--- config.mk ---
export PLATFORM = sky130hd
export DESIGN_NAME = riscv_test_monitor_flat
export DESIGN_NICKNAME = d
export VERILOG_FILES = /design/src/rtl/riscv_test_monitor_if.sv /design/src/rtl/riscv_test_monitor.sv /design/src/flat_wrapper.sv
export SDC_FILE = /design/constraint.sdc
export NUM_CORES = 1
export LEC_CHECK = 0
export ABC_AREA = 1
export CAP_MARGIN = 40
export CELL_PAD_IN_SITES_DETAIL_PLACEMENT = 0
export CELL_PAD_IN_SITES_GLOBAL_PLACEMENT = 1
export CORE_MARGIN = 1
export CORE_UTILIZATION = 30
export DETAILED_ROUTE_END_ITERATION = 10
export PLACE_DENSITY_LB_ADDON = 0.1
export SYNTH_ARGS = -nofsm -noshare
export SYNTH_HDL_FRONTEND = slang
export SYNTH_SLANG_ARGS = --single-unit
--- constraint.sdc ---
create_clock -name clk -period 2.15 [get_ports clk]
set_clock_uncertainty 0.1 [all_clocks]
set_input_delay 0.645 -clock clk [delete_from_list [all_inputs] [get_ports clk]]
set_output_delay 0.645 -clock clk [all_outputs]
set_load 0.01 [all_outputs]
--- src/rtl/riscv_test_monitor_if.sv ---
// Observation bundle between the core (fetch, write-back, store ports) and the
// riscv-tests pass/fail monitor, plus the monitor's verdict outputs.
interface riscv_test_monitor_if #(
   parameter int unsigned XLEN  = 32,
   parameter int unsigned CNT_W = 32
) ();

   logic              mon_en;
   logic [XLEN-1:0]   if_pc;
   logic              if_valid;
   logic              wb_en;
   logic [4:0]        wb_idx;
   logic [XLEN-1:0]   wb_data;
   logic              st_en;
   logic [XLEN-1:0]   st_addr;
   logic [XLEN-1:0]   st_data;

   logic              done;
   logic              pass;
   logic              fail;
   logic              timeout;
   logic [XLEN-2:0]   fail_num;
   logic [CNT_W-1:0]  cycle_count;

   // Core / bench side: drives the observed pipeline signals.
   modport master (
      output mon_en, if_pc, if_valid, wb_en, wb_idx, wb_data, st_en, st_addr, st_data,
      input  done, pass, fail, timeout, fail_num, cycle_count
   );

   // Monitor side.
   modport slave (
      input  mon_en, if_pc, if_valid, wb_en, wb_idx, wb_data, st_en, st_addr, st_data,
      output done, pass, fail, timeout, fail_num, cycle_count
   );

endinterface

--- src/rtl/riscv_test_monitor.sv ---
// riscv-tests pass/fail/timeout monitor: decides a sticky verdict from the gp
// register convention at PASS_PC, the tohost store convention, or both.
module riscv_test_monitor #(
   parameter int unsigned     XLEN        = 32,
   parameter logic [XLEN-1:0] PASS_PC     = XLEN'(32'h44),
   parameter int unsigned     GP_IDX      = 3,
   parameter logic [XLEN-1:0] TOHOST_ADDR = XLEN'(32'h1000),
   parameter int unsigned     MODE        = 2,
   parameter int unsigned     TIMEOUT     = 6000,
   parameter int unsigned     CNT_W       = 32
) (
   input  logic                  clk,
   input  logic                  rst,
   riscv_test_monitor_if.slave   mon
);

   localparam logic [4:0]       GP_REG   = 5'(GP_IDX);
   localparam bit               USE_GP   = (MODE != 1);
   localparam bit               USE_TH   = (MODE != 0);
   localparam bit               TO_EN    = (TIMEOUT != 0);
   localparam logic [CNT_W-1:0] CNT_LAST = CNT_W'(TIMEOUT - 1);
   localparam logic [CNT_W-1:0] CNT_MAX  = '1;
   localparam logic [XLEN-1:0]  ONE      = XLEN'(1);

   typedef enum logic [1:0] {
      ST_RUN     = 2'd0,
      ST_PASS    = 2'd1,
      ST_FAIL    = 2'd2,
      ST_TIMEOUT = 2'd3
   } state_e;

   state_e            state_q,       state_d;
   logic [XLEN-1:0]   shadow_gp_q,   shadow_gp_d;
   logic [CNT_W-1:0]  cycle_count_q, cycle_count_d;
   logic [XLEN-2:0]   fail_num_q,    fail_num_d;
   logic              done_q,        done_d;
   logic              pass_q,        pass_d;
   logic              fail_q,        fail_d;
   logic              timeout_q,     timeout_d;

   logic              run;
   logic              gp_wr;
   logic [XLEN-1:0]   gp_eff;
   logic              gp_hit;
   logic              th_hit;
   logic              to_hit;

   // Trigger decode; a same-cycle gp write bypasses the shadow copy.
   always_comb begin
      run    = (state_q == ST_RUN) && mon.mon_en;
      gp_wr  = mon.wb_en && (mon.wb_idx == GP_REG) && (mon.wb_idx != 5'd0);
      gp_eff = gp_wr ? mon.wb_data : shadow_gp_q;
      gp_hit = USE_GP && run && mon.if_valid && (mon.if_pc == PASS_PC);
      th_hit = USE_TH && run && mon.st_en && (mon.st_addr == TOHOST_ADDR) && mon.st_data[0];
      to_hit = TO_EN && run && (cycle_count_q == CNT_LAST);
   end

   // Next state: tohost beats gp, any verdict beats timeout.
   always_comb begin
      state_d       = state_q;
      shadow_gp_d   = shadow_gp_q;
      cycle_count_d = cycle_count_q;
      fail_num_d    = fail_num_q;

      if ((state_q == ST_RUN) && gp_wr) begin
         shadow_gp_d = mon.wb_data;
      end

      if (run) begin
         if (cycle_count_q != CNT_MAX) begin
            cycle_count_d = cycle_count_q + CNT_W'(1);
         end

         if (th_hit) begin
            if (mon.st_data == ONE) begin
               state_d = ST_PASS;
            end else begin
               state_d    = ST_FAIL;
               fail_num_d = mon.st_data[XLEN-1:1];
            end
         end else if (gp_hit) begin
            if (gp_eff == ONE) begin
               state_d = ST_PASS;
            end else begin
               state_d    = ST_FAIL;
               fail_num_d = gp_eff[XLEN-1:1];
            end
         end else if (to_hit) begin
            state_d = ST_TIMEOUT;
         end
      end

      done_d    = (state_d != ST_RUN);
      pass_d    = (state_d == ST_PASS);
      fail_d    = (state_d == ST_FAIL);
      timeout_d = (state_d == ST_TIMEOUT);
   end

   always_ff @(posedge clk or negedge rst) begin
      if (!rst) begin
         state_q       <= ST_RUN;
         shadow_gp_q   <= '0;
         cycle_count_q <= '0;
         fail_num_q    <= '0;
         done_q        <= 1'b0;
         pass_q        <= 1'b0;
         fail_q        <= 1'b0;
         timeout_q     <= 1'b0;
      end else begin
         state_q       <= state_d;
         shadow_gp_q   <= shadow_gp_d;
         cycle_count_q <= cycle_count_d;
         fail_num_q    <= fail_num_d;
         done_q        <= done_d;
         pass_q        <= pass_d;
         fail_q        <= fail_d;
         timeout_q     <= timeout_d;
      end
   end

   assign mon.done        = done_q;
   assign mon.pass        = pass_q;
   assign mon.fail        = fail_q;
   assign mon.timeout     = timeout_q;
   assign mon.fail_num    = fail_num_q;
   assign mon.cycle_count = cycle_count_q;

endmodule

--- src/flat_wrapper.sv ---
// flat-port wrapper written by rule: the top's interface ports become plain ports
module riscv_test_monitor_flat 
#(
   parameter int unsigned     XLEN        = 32,
   parameter logic [XLEN-1:0] PASS_PC     = XLEN'(32'h44),
   parameter int unsigned     GP_IDX      = 3,
   parameter logic [XLEN-1:0] TOHOST_ADDR = XLEN'(32'h1000),
   parameter int unsigned     MODE        = 2,
   parameter int unsigned     TIMEOUT     = 6000,
   parameter int unsigned     CNT_W       = 32
)
  (clk, rst, mon_mon_en, mon_if_pc, mon_if_valid, mon_wb_en, mon_wb_idx, mon_wb_data, mon_st_en, mon_st_addr, mon_st_data, mon_done, mon_pass, mon_fail, mon_timeout, mon_fail_num, mon_cycle_count);
  riscv_test_monitor_if #(.XLEN(XLEN), .CNT_W(CNT_W)) mon_i ();
  input  logic clk;
  input  logic rst;
  input wire logic [$bits(mon_i.mon_en)-1:0] mon_mon_en;
  input wire logic [$bits(mon_i.if_pc)-1:0] mon_if_pc;
  input wire logic [$bits(mon_i.if_valid)-1:0] mon_if_valid;
  input wire logic [$bits(mon_i.wb_en)-1:0] mon_wb_en;
  input wire logic [$bits(mon_i.wb_idx)-1:0] mon_wb_idx;
  input wire logic [$bits(mon_i.wb_data)-1:0] mon_wb_data;
  input wire logic [$bits(mon_i.st_en)-1:0] mon_st_en;
  input wire logic [$bits(mon_i.st_addr)-1:0] mon_st_addr;
  input wire logic [$bits(mon_i.st_data)-1:0] mon_st_data;
  output wire logic [$bits(mon_i.done)-1:0] mon_done;
  output wire logic [$bits(mon_i.pass)-1:0] mon_pass;
  output wire logic [$bits(mon_i.fail)-1:0] mon_fail;
  output wire logic [$bits(mon_i.timeout)-1:0] mon_timeout;
  output wire logic [$bits(mon_i.fail_num)-1:0] mon_fail_num;
  output wire logic [$bits(mon_i.cycle_count)-1:0] mon_cycle_count;
  assign mon_i.mon_en = mon_mon_en;
  assign mon_i.if_pc = mon_if_pc;
  assign mon_i.if_valid = mon_if_valid;
  assign mon_i.wb_en = mon_wb_en;
  assign mon_i.wb_idx = mon_wb_idx;
  assign mon_i.wb_data = mon_wb_data;
  assign mon_i.st_en = mon_st_en;
  assign mon_i.st_addr = mon_st_addr;
  assign mon_i.st_data = mon_st_data;
  assign mon_done = mon_i.done;
  assign mon_pass = mon_i.pass;
  assign mon_fail = mon_i.fail;
  assign mon_timeout = mon_i.timeout;
  assign mon_fail_num = mon_i.fail_num;
  assign mon_cycle_count = mon_i.cycle_count;
  riscv_test_monitor #(.XLEN(XLEN), .PASS_PC(PASS_PC), .GP_IDX(GP_IDX), .TOHOST_ADDR(TOHOST_ADDR), .MODE(MODE), .TIMEOUT(TIMEOUT), .CNT_W(CNT_W)) u_core (.clk(clk), .rst(rst), .mon(mon_i));
endmodule
==> results.md <==
* Full die area at 0.02012 sq mm
* DP Wirelength at 15.54 mm
* Failing checks: negative setup slack
* Share of layout cells above drive strength 1 at 32.86%
* Status: finished with violations
* GRT met2 Usage at 33.34%
* Ports at 206
* GRT overflow at 0
* Antenna violations before repair at 2
* Via density at 4.491
* GR peak layer: met2
* H-tree Lvls at 3
* First-pass GRT wire length at 32.02 mm
* Pwr dens at 371.6 mW/mm^2
* Vias in the first global route at 6153
* CTS tree: built
* Leak Pwr at 5.301 nW
* Cell Area, Synth at 0.005868 sq mm
* Yosys reg bits at 101
* Starting density of the core at 30.96%
* Reg-to-reg startpoint: u_core.state_q[0]$_DFF_PN0_
* Cts hold-fix bufs at 0
* M1 GR Usage at 28.47%
* # fillers at 1815
* Worst setup path start: mon_wb_idx[0]
* Final Hold Violating Endpoints at 0
* Area delta synth->final at 80.94%
* RR Endpoint: u_core.mon.fail_num[16]$_DFFE_PN0P_
* Worst reg2reg path depth at 12
* Synth warnings at 0
* Root buffer cell: clkbuf_16
* RSZ-0062 raised after global routing: true
* Clock transition at the registers of the reported paths at 0.08 ns
* Antenna-violating nets left at 0
* Final Util at 56.01%
* Final Cycle Share at 106.7%
* CTS sink count at 101
* CP Launch Type: input port
* Critical Path Sink Type: flip-flop
* Gate Count Post-Synth at 769
* Num CTS Buffers at 9
* Avg WL per Cell at 15.34 um
* GR Util All Layers at 20.81%
* DRC errors left at 0
* Clock share of power at 40.4%
* Vias at 6220
* Worst slew margin at 56.34%
* Crit path required time at 2.29 ns
* NetSw at 965.5 uW
* Core box area at 0.01896 sq mm
* Tot Pwr at 3.945 mW
* Maximum clock frequency at 435.9 MHz
* Yosys top cell area share at 43.07%
* Die boundary width at 141.9 um
* Critical Path AT at 2.43 ns
* DRT iter0 DRCs at 268
* Crit path max fanout at 8
* Reg2reg setup slack at -0.05 ns
* Syn_area_per_cell at 7.631 sq um
* RD Place Congestion at 0.7758
* CP Capture Point: u_core.mon.fail_num[21]$_DFFE_PN0P_
* VDD IR max at 374.7 uV
* Top cells by area, synth: dfrtp_1 (43%), nand2_1 (13%), inv_1 (5.8%), o21ai_2 (5.5%), nor2_1 (5.4%)
* Fin crit period at 2.294 ns
* Nets at 1258
* Max-slew violations at 0
* Clk buf depth at 2
* Final WL at 21.24 mm
* Internal power at 2.980 mW
* Drt pass-1 iters at 5
* Slew @ Worst Pin at 0.6490 ns
* Hold Path Class: input port to async pin
* Reg power frac at 48.1%
* Setup CP Type: input port to flip-flop
* Met3 GRT Util at 4.489%
* Max Cap Viol at 0
* Largest net degree at the start of global routing at 53
* Die height at 141.9 um
* Cell taking the most area after synthesis: dfrtp_1
* Yosys cell types at 32
* Row count at 50
* Clk_lat worst skew at 0.36 ns
* I/O Buffers at 205
* Sw Ratio at 24.47%
* Sequential share of the synthesized area at 43.07%
* Syn_nets at 909
* Final hold slack at 0.08628 ns
* Combinational Power Share at 11.5%
* Setup Viol. Count Final at 36
* Worst setup margin at -0.1442 ns
-- cell usage after synthesis, drive strengths merged --
master  instances
nand2         227
dfrtp         101
o21ai          99
inv            91
nor2           90
nand3          35
xor2           27
nor4           18
nand4          15
a21oi          14
buf            14
clkbuf         13
nor3           12
nand3b          5
xnor2           4
and2            1
ha              1
mux2            1
nor3b           1
-- critical path, cell delays in order --
cell       delay (ns)
buf_6            0.08
inv_2            0.04
nor2_4           0.16
nand3_4          0.15
buf_12           0.18
o21ai_4          0.17
nand2_2          0.09
nor2_4           0.11
nand2_2          0.06
nor2_4           0.16
nand3_4          0.14
nand2_8          0.18
clkbuf_16        0.19
o21ai_2          0.06
-- cells in the final DEF (no fill, tap or decap), drive strengths merged, types with 2 or more instances in the layout --
master,count
nand2,228
buf,158
clkdlybuf4s50,104
dfrtp,101
o21ai,99
inv,92
nor2,90
dlygate4sd2,47
dlymetal6s2s,43
nand3,36
xor2,27
clkbuf,18
nor4,18
nand4,15
a21oi,14
nor3,12
nand3b,5
xnor2,4
clkdlybuf4s15,4
clkinv,3
diode,2
-- through the flow --
step           setup TNS, ns  setup WS, ns  instances  instance area, sq um
6_report              -4.043       -0.1442       1385                 10620
5_1_grt               -7.543       -0.2393       1385                 10620
2_1_floorplan        -0.2732      -0.01440        769                  5886
3_3_place_gp          -37.32       -0.8121       1314                  9001
4_1_cts               -2.061      -0.09010       1363                  9851
3_5_place_dp          -37.83       -0.8403       1314                  9001
-- final cells by class --
class	instances	area [sq um]	area share (%)
timing repair buffer	363	3696	34.81
antenna	2	5.005	0.04714
multi-input combinational	552	3431	32.31
inverter	91	349.1	3.288
sequential	101	2534	23.86
tap	260	325.3	3.064
clock buffer	11	242.7	2.286
clock inverter	5	35.03	0.3300
-- how the worst min path moves through the flow --
| stage | startpoint | end | slack, ns | depth (start not counted) |
|---|---|---|---|---|
| 2_1_floorplan | rst | u_core.mon.cycle_count[0]$_DFFE_PN0P_ | 0.25 | 0 |
| 3_3_place_gp | u_core.shadow_gp_q[4]$_DFFE_PN0P_ | u_core.shadow_gp_q[4]$_DFFE_PN0P_ | 0.37 | 2 |
| 3_5_place_dp | u_core.shadow_gp_q[14]$_DFFE_PN0P_ | u_core.shadow_gp_q[14]$_DFFE_PN0P_ | 0.37 | 2 |
| 4_1_cts | rst | u_core.shadow_gp_q[13]$_DFFE_PN0P_ | 0.09 | 1 |
| 5_1_grt | rst | u_core.shadow_gp_q[13]$_DFFE_PN0P_ | 0.10 | 1 |
| 6_report | rst | u_core.shadow_gp_q[10]$_DFFE_PN0P_ | 0.09 | 1 |
-- sequential cells by signal (all words and copies together) (netlist names) --
signal,flops
u_core.shadow_gp_q,32
u_core.mon.pass,1
u_core.mon.done,1
u_core.mon.cycle_count,32
u_core.mon.fail_num,31
u_core.mon.fail,1
u_core.state_q,2
u_core.mon.timeout,1
-- layer usage --
metal / routed length, um / share of wire (%) / vias up
li1: - / - / 3161
met1: 10290 / 48 / 2891
met2: 9709 / 46 / 156
met3: 1058 / 5.0 / 12
met4: 179 / 0.84 / 0
met5: 0 / 0 / -
-- logic make-up (layout without fill, tap and decap cells) --
| family | after synthesis | count (layout) | synth area share, % |
|---|---|---|---|
| multiplexers | 1 | 1 | 0.1919 |
| AO/OA/AOI/OAI | 113 | 113 | 12.00 |
| adder cells (fa/ha/maj) | 1 | 1 | 0.2132 |
| other | 0 | 2 | 0 |
| AND/OR/NAND/NOR | 404 | 406 | 30.77 |
| XOR/XNOR | 31 | 31 | 4.627 |
| buffers and inverters | 118 | 470 | 9.126 |
| flip-flops | 101 | 101 | 43.07 |
-- power groups by stage --
stage	sequential [mW]	combinational, mW	clock (mW)
finish	1.90	0.453	1.59
global route	1.90	0.491	1.72
CTS	1.90	0.436	1.64
detailed placement	1.94	0.421	0
global placement	1.94	0.422	0
floorplan	1.94	0.0564	0
-- repair_timing --
item	CTS	global route
gates resized for setup	158	142
pin swaps	59	88
buffers inserted	30	10
gates cloned	5	11
endpoints found under the setup margin	41	69
Power figures use the tool's default switching activity.
